$ cat src/rtl/rv_fetch_pkg.sv
// Shared types for the instruction fetch slice.
// Fetch FSM states and the fetched-instruction bundle.
package rv_fetch_pkg;

  localparam int FETCH_AW = 32;
  localparam int FETCH_DW = 32;
  localparam int PC_STEP  = 4;

  typedef enum logic {
    FETCH_RUN,
    FETCH_FAULT
  } fetch_state_t;

  typedef struct packed {
    logic [FETCH_DW-1:0] instr;
    logic [FETCH_AW-1:0] pc;
  } fetch_entry_t;

endpackage

$ cat src/rtl/fetch_buffer.sv
// Two-entry skid FIFO between memory return and decode.
// Entry 0 is always the head; pops shift entry 1 down.
module fetch_buffer
  import rv_fetch_pkg::*;
(
  input  logic         clk,
  input  logic         rst,
  input  logic         push,
  input  logic         pop,
  input  logic         flush,
  input  fetch_entry_t din,
  output fetch_entry_t head,
  output logic [1:0]   count
);

  fetch_entry_t e0, e1;
  fetch_entry_t n0, n1;
  logic [1:0]   cnt, nc;

  // Next contents: flush wins, else pop then push.
  always_comb begin
    n0 = e0;
    n1 = e1;
    nc = cnt;
    if (flush) begin
      nc = 2'd0;
    end else begin
      if (pop && cnt != 2'd0) begin
        n0 = e1;
        nc = cnt - 2'd1;
      end
      if (push && nc != 2'd2) begin
        if (nc == 2'd0) n0 = din;
        else            n1 = din;
        nc = nc + 2'd1;
      end
    end
  end

  // Entry and occupancy registers.
  always_ff @(posedge clk) begin
    if (rst) begin
      e0  <= '0;
      e1  <= '0;
      cnt <= 2'd0;
    end else begin
      e0  <= n0;
      e1  <= n1;
      cnt <= nc;
    end
  end

  assign head  = e0;
  assign count = cnt;

endmodule

$ cat src/rtl/ifetch_unit.sv
// Instruction fetch: PC, 1-cycle memory tracking, skid buffer.
// Redirects flush in-flight work; bad PCs park in FAULT.
module ifetch_unit
  import rv_fetch_pkg::*;
#(
  parameter int ADDR_WIDTH = FETCH_AW,
  parameter int DATA_WIDTH = FETCH_DW,
  parameter logic [ADDR_WIDTH-1:0] RESET_PC = '0,
  parameter int MEM_BYTES = 2048
) (
  input  logic                  clk,
  input  logic                  rst,
  output logic [ADDR_WIDTH-1:0] imem_addr,
  input  logic [DATA_WIDTH-1:0] imem_instr,
  input  logic                  redirect_valid,
  input  logic [ADDR_WIDTH-1:0] redirect_pc,
  output logic                  out_valid,
  input  logic                  out_ready,
  output logic [DATA_WIDTH-1:0] out_instr,
  output logic [ADDR_WIDTH-1:0] out_pc,
  output logic                  fault,
  output logic [ADDR_WIDTH-1:0] fault_pc
);

  localparam logic [ADDR_WIDTH-1:0] PC_MAX =
    ADDR_WIDTH'(MEM_BYTES - PC_STEP);
  localparam logic [ADDR_WIDTH-1:0] STEP =
    ADDR_WIDTH'(PC_STEP);

  function automatic logic pc_legal(
    input logic [ADDR_WIDTH-1:0] pc
  );
    return (pc[1:0] == 2'b00) && (pc <= PC_MAX);
  endfunction

  fetch_state_t          state;
  logic [ADDR_WIDTH-1:0] fetch_pc;
  logic [ADDR_WIDTH-1:0] inflight_pc;
  logic                  inflight;
  logic [1:0]            count;
  logic [2:0]            occ;
  logic                  pop, push, issue;
  logic                  pc_ok, redir_ok;
  fetch_entry_t          din, head;

  assign pc_ok    = pc_legal(fetch_pc);
  assign redir_ok = pc_legal(redirect_pc);
  assign pop      = out_valid & out_ready;
  assign push     = inflight & ~redirect_valid;
  assign occ      = {1'b0, count} + {2'b00, inflight}
                  - {2'b00, pop};
  assign issue    = (state == FETCH_RUN) & ~redirect_valid
                  & pc_ok & (occ < 3'd2);

  assign din.instr = imem_instr;
  assign din.pc    = inflight_pc;

  fetch_buffer u_buf (
    .clk   (clk),
    .rst   (rst),
    .push  (push),
    .pop   (pop),
    .flush (redirect_valid),
    .din   (din),
    .head  (head),
    .count (count)
  );

  // PC, in-flight tracking and RUN/FAULT control.
  always_ff @(posedge clk) begin
    if (rst) begin
      state       <= FETCH_RUN;
      fetch_pc    <= RESET_PC;
      inflight    <= 1'b0;
      inflight_pc <= '0;
      fault       <= 1'b0;
      fault_pc    <= '0;
    end else if (redirect_valid) begin
      fetch_pc <= redirect_pc;
      inflight <= 1'b0;
      if (redir_ok) begin
        state <= FETCH_RUN;
        fault <= 1'b0;
      end else begin
        state    <= FETCH_FAULT;
        fault    <= 1'b1;
        fault_pc <= redirect_pc;
      end
    end else begin
      inflight <= issue;
      if (issue) begin
        inflight_pc <= fetch_pc;
        fetch_pc    <= fetch_pc + STEP;
      end
      if (state == FETCH_RUN && !pc_ok && !inflight) begin
        state    <= FETCH_FAULT;
        fault    <= 1'b1;
        fault_pc <= fetch_pc;
      end
    end
  end

  assign imem_addr = fetch_pc;
  assign out_valid = (count != 2'd0);
  assign out_instr = head.instr;
  assign out_pc    = head.pc;

endmodule

$ cat config.mk
export PLATFORM = sky130hd
export DESIGN_NAME = ifetch_unit
export DESIGN_NICKNAME = d
export VERILOG_FILES = /design/src/rtl/rv_fetch_pkg.sv /design/src/rtl/fetch_buffer.sv /design/src/rtl/ifetch_unit.sv
export SDC_FILE = /design/constraint.sdc
export NUM_CORES = 1
export LEC_CHECK = 0
export ABC_CLOCK_PERIOD_IN_PS = 8400
export CAP_MARGIN = 20
export CORE_AREA = 4 4 149 151
export CTS_CLUSTER_SIZE = 16
export DETAILED_ROUTE_END_ITERATION = 7
export DIE_AREA = 0 0 153 155
export GPL_ROUTABILITY_DRIVEN = 0
export PLACE_DENSITY = 0.75
export SLEW_MARGIN = 20
export SYNTH_ARGS = -nofsm -noshare
export SYNTH_HDL_FRONTEND = slang
export SYNTH_SLANG_ARGS = --single-unit
$ cat constraint.sdc
create_clock -name clk -period 8.4 [get_ports clk]
set_input_delay 1.26 -clock clk [delete_from_list [all_inputs] [get_ports clk]]
set_output_delay 1.26 -clock clk [all_outputs]
set_load 0.02 [all_outputs]
==> impl_metrics.xml <==
<?xml version="1.0" encoding="UTF-8"?>
<metrics>
  <group name="outcome">
    <metric name="status" unit="">finished clean</metric>
  </group>
  <group name="sta">
    <metric name="timing.final.max_slew_violations" unit="">0</metric>
    <metric name="slew_headroom" unit="%">43.5</metric>
    <metric name="grt_setup_unrepaired" unit="">no</metric>
    <metric name="hold_viol_final" unit="">0</metric>
    <metric name="final_period_minus_worst_setup_slack" unit="ns">5.27</metric>
    <metric name="clock.fmax" unit="MHz">190</metric>
    <metric name="tightest_slew" unit="ns">0.847</metric>
    <metric name="setup_viol" unit="">0</metric>
    <metric name="worst_hold_slack" unit="ns">0.449</metric>
    <metric name="tns" unit="ns">0</metric>
    <metric name="timing.final.ws_setup" unit="ns">3.13</metric>
    <metric name="final.period_utilization" unit="%">62.8</metric>
    <metric name="final.setup_skew" unit="ns">0.0127</metric>
  </group>
  <group name="synth">
    <metric name="syn-mean-instance-area" unit="um^2">8.98</metric>
    <metric name="synth_cell_type_count" unit="">51</metric>
    <metric name="synth.net_count" unit="">1103</metric>
    <metric name="total_of_warnings_raised_by_yosys" unit="">0</metric>
    <metric name="postSynth.asyncResetShare" unit="%">0</metric>
    <metric name="synth.cell_area" unit="um^2">9240</metric>
    <metric name="synth_edf_count" unit="">0</metric>
    <metric name="ys_ff_latch" unit="">228</metric>
    <metric name="synth_sequential_area_ratio" unit="%">49.4</metric>
    <metric name="netlist_instances" unit="">1029</metric>
    <metric name="dominantRegCellSynth" unit="">dfxtp_1</metric>
  </group>
  <group name="grt">
    <metric name="first_global_vias" unit="">7397</metric>
    <metric name="aggregate_global_routing_overflow" unit="">0</metric>
    <metric name="first_pass_grt_wire_length" unit="um">39000</metric>
    <metric name="number_of_antenna_violations_at_the_first_check_in_global_routing" unit="">0</metric>
    <metric name="grt.total_usage" unit="%">19.3</metric>
    <metric name="grt_start_max_net_pins" unit="">120</metric>
  </group>
  <group name="detailed_routing">
    <metric name="drt-initial-drc-count" unit="">431</metric>
    <metric name="drc" unit="">0</metric>
    <metric name="avgRoutedWirePerCell" unit="um">16.6</metric>
    <metric name="antenna_left" unit="">0</metric>
    <metric name="dr_total_vias" unit="">7824</metric>
    <metric name="detail_route.wirelength" unit="um">24200</metric>
    <metric name="via_per_inst" unit="">5.36</metric>
    <metric name="detailedRoute.firstPassIterationCount" unit="">5</metric>
  </group>
  <group name="clock_network">
    <metric name="clock_sinks" unit="">228</metric>
    <metric name="insertion_delay" unit="ns">0.51</metric>
    <metric name="number_of_post_cts_setup_repair_buffers" unit="">0</metric>
    <metric name="clock_tree_from_tritoncts" unit="">done</metric>
    <metric name="postCtsResizedCells" unit="">0</metric>
    <metric name="cts.reportedPaths.clkPinSlew" unit="ns">0.06</metric>
    <metric name="clock_tree.buffer_depth" unit="">3</metric>
    <metric name="cts_hold_repair.buffers" unit="">0</metric>
    <metric name="ctsRootBufferMaster" unit="">clkbuf_16</metric>
    <metric name="cts_max_level" unit="">1</metric>
    <metric name="inserted_clock_buffers" unit="">24</metric>
  </group>
  <group name="critical_path">
    <metric name="cp_max_fo" unit="">66</metric>
    <metric name="path_common_cell" unit="">buf_4</metric>
    <metric name="cp_data_arrival_time" unit="ns">5.63</metric>
    <metric name="critPathTopFamily" unit="">buffers and inverters</metric>
    <metric name="required" unit="ns">8.75</metric>
    <metric name="timing.critical_path.slowest_stage_cell" unit="">buf_4</metric>
    <metric name="critical_path_buf_inv_count" unit="">5</metric>
    <metric name="worstPathCellList" unit="">clkdlybuf4s50_1, nand2b_2, buf_4, inv_1, ha_1, ha_1, nand2b_1, nor3b_4, buf_4, buf_4, nand2b_1, o31ai_1, a211oi_1</metric>
    <metric name="cp_slowest_stage_delay" unit="ns">0.68</metric>
    <metric name="worstSetupEndpointType" unit="">flip-flop</metric>
    <metric name="timing.critical_path.depth" unit="">13</metric>
    <metric name="setup.worst_path.class" unit="">input pin to flip-flop</metric>
    <metric name="r2r_cells" unit="">14</metric>
    <metric name="worstSetupStartpointType" unit="">input pin</metric>
  </group>
  <group name="placement">
    <metric name="numPlacedInstances" unit="">1421</metric>
    <metric name="placed_area" unit="um^2">11300</metric>
    <metric name="dp_worst_slack" unit="ns">2.62</metric>
    <metric name="place_hpwl" unit="um">15400</metric>
    <metric name="port_buffers" unit="">197</metric>
  </group>
  <group name="pwr">
    <metric name="ir_drop" unit="V">0.000136</metric>
    <metric name="powerDensity" unit="nW/um^2">196</metric>
    <metric name="power" unit="mW">2.37</metric>
    <metric name="power.static_leakage" unit="nW">4.04</metric>
  </group>
  <group name="die">
    <metric name="placement_rows" unit="">53</metric>
    <metric name="ios" unit="">198</metric>
    <metric name="initial_utilization" unit="%">44.4</metric>
    <metric name="dieArea" unit="um^2">23700</metric>
    <metric name="core-area" unit="um^2">20800</metric>
    <metric name="chipHeight" unit="um">155</metric>
    <metric name="die_width" unit="um">153</metric>
  </group>
  <group name="finish">
    <metric name="area_growth" unit="%">30.8</metric>
    <metric name="instances_no_fill" unit="">1461</metric>
    <metric name="finish.instance_area" unit="um^2">12100</metric>
    <metric name="final_core_utilization" unit="%">58.0</metric>
    <metric name="nets" unit="">1247</metric>
    <metric name="antenna_cells_inserted" unit="">0</metric>
    <metric name="drive_above_1_share" unit="%">6.24</metric>
  </group>
  <group name="min_path">
    <metric name="hold_path_depth" unit="">2</metric>
    <metric name="hp-class" unit="">flip-flop to flip-flop</metric>
  </group>
  <group name="flow_run">
    <metric name="maxCapViolations" unit="">0</metric>
  </group>
</metrics>
==> flip-flops by register name, indices dropped and copies added (netlist names) <==
register     flops
u_buf.head      64
u_buf.count      2
imem_addr       32
u_buf.e1        64
inflight_pc     32
fault_pc        32
state            1
inflight         1
==> cell type report <==
class                           count  area, um^2
Clock buffer                       31         687
Inverter                           19        71.3
Clock inverter                      8         109
Timing Repair Buffer              208        2060
Sequential cell                   228        4560
Fill cell                        1811        8740
Multi-Input combinational cell    692        4250
Tap cell                          275         344
==> power breakdown <==
part	switching (mW)	internal [mW]	leakage [nW]
registers	0.0196	1.10	1.85
logic	0.106	0.0929	1.81
clock network	0.414	0.635	0.383
total	0.540	1.83	4.04
==> cell usage after synthesis (all sizes together), types with 2 or more instances <==
cell,number,area share [%]
dfxtp,228,49
nand2,136,5.5
nor2,107,4.3
o31ai,87,7.1
clkbuf,71,2.9
a211oi,68,5.6
a21oi,68,3.7
nand2b,66,4.5
mux2i,33,3.6
and2,24,1.6
nand3b,22,1.8
buf,19,1.2
inv,19,0.77
nor4,15,1.8
a221oi,8,0.76
nor3,6,0.50
o22ai,6,0.41
ha,5,0.68
xnor2,5,0.47
o21ai,4,0.22
mux2,3,0.37
nand3,3,0.16
nor3b,3,0.30
or3,3,0.20
or4,3,0.28
a31oi,2,0.14
nand4,2,0.30
==> metal layers <==
metal | part of all wire (%) | wire length [um] | GRT usage (%)
met1 | 45 | 10900 | 26.2
met5 | 0 | 0 | 0
met2 | 47 | 11500 | 32.1
met3 | 5.6 | 1350 | 3.48
met4 | 2.0 | 480 | 5.01
==> cell usage in the layout (no fill, tap or decap), types with 2 or more instances in the layout <==
cell type        Yosys  final
and2_1              24     24
nor4_2               4      4
clkdlybuf4s50_1      0    195
ha_1                 5      5
clkbuf_8             0      6
buf_4                1     10
a211oi_1            66     66
dfxtp_1            228    228
nor4_4               3      3
nor3_1               4      4
nand2b_1            66     65
nor3b_1              2      2
a211oi_2             2      2
clkinvlp_4           0      3
mux2_2               3      3
nor3_4               1      2
xnor2_1              5      5
nor4_1               8      8
inv_1               19     18
bufinv_16            0      2
a31oi_1              2      2
clkinv_2             0      2
nor2_1             107    106
a21oi_1             68     68
o22ai_1              6      6
nand2_1            136    136
a221oi_1             8      8
or4_1                2      2
o21ai_0              4      4
nand3b_1            22     22
clkbuf_16            0     24
o31ai_1             87     87
or3_1                3      2
nand3_1              3      3
mux2i_1             33     33
==> worst paths after layout <==
kind | start | end | slack [ns]
max | out_ready | u_buf.head[31] | 3.13
max reg2reg | u_buf.count[1] | u_buf.head[31] | 3.61
min reg2reg | inflight_pc[28] | u_buf.e1[28] | 0.45
min | inflight_pc[28] | u_buf.e1[28] | 0.45
==> kinds of logic after synthesis <==
family | synth area share [%]
simple gates | 21.5
flops | 49.4
compound gates | 18.9
mux | 3.94
fa+ha+maj | 0.894
buf+inv | 4.84
xor+xnor | 0.474
==> worst reg2reg max path, stage by stage, from the launching register on <==
cell	delay [ns]
dfxtp_1	0.33
inv_1	0.10
ha_1	0.20
nand2b_2	0.41
buf_4	0.62
inv_1	0.14
ha_1	0.36
ha_1	0.23
nand2b_1	0.31
nor3b_4	0.27
buf_4	0.56
buf_4	0.70
nand2b_1	0.14
o31ai_1	0.12
a211oi_1	0.12
No activity file was read; power rests on OpenSTA's default activity.
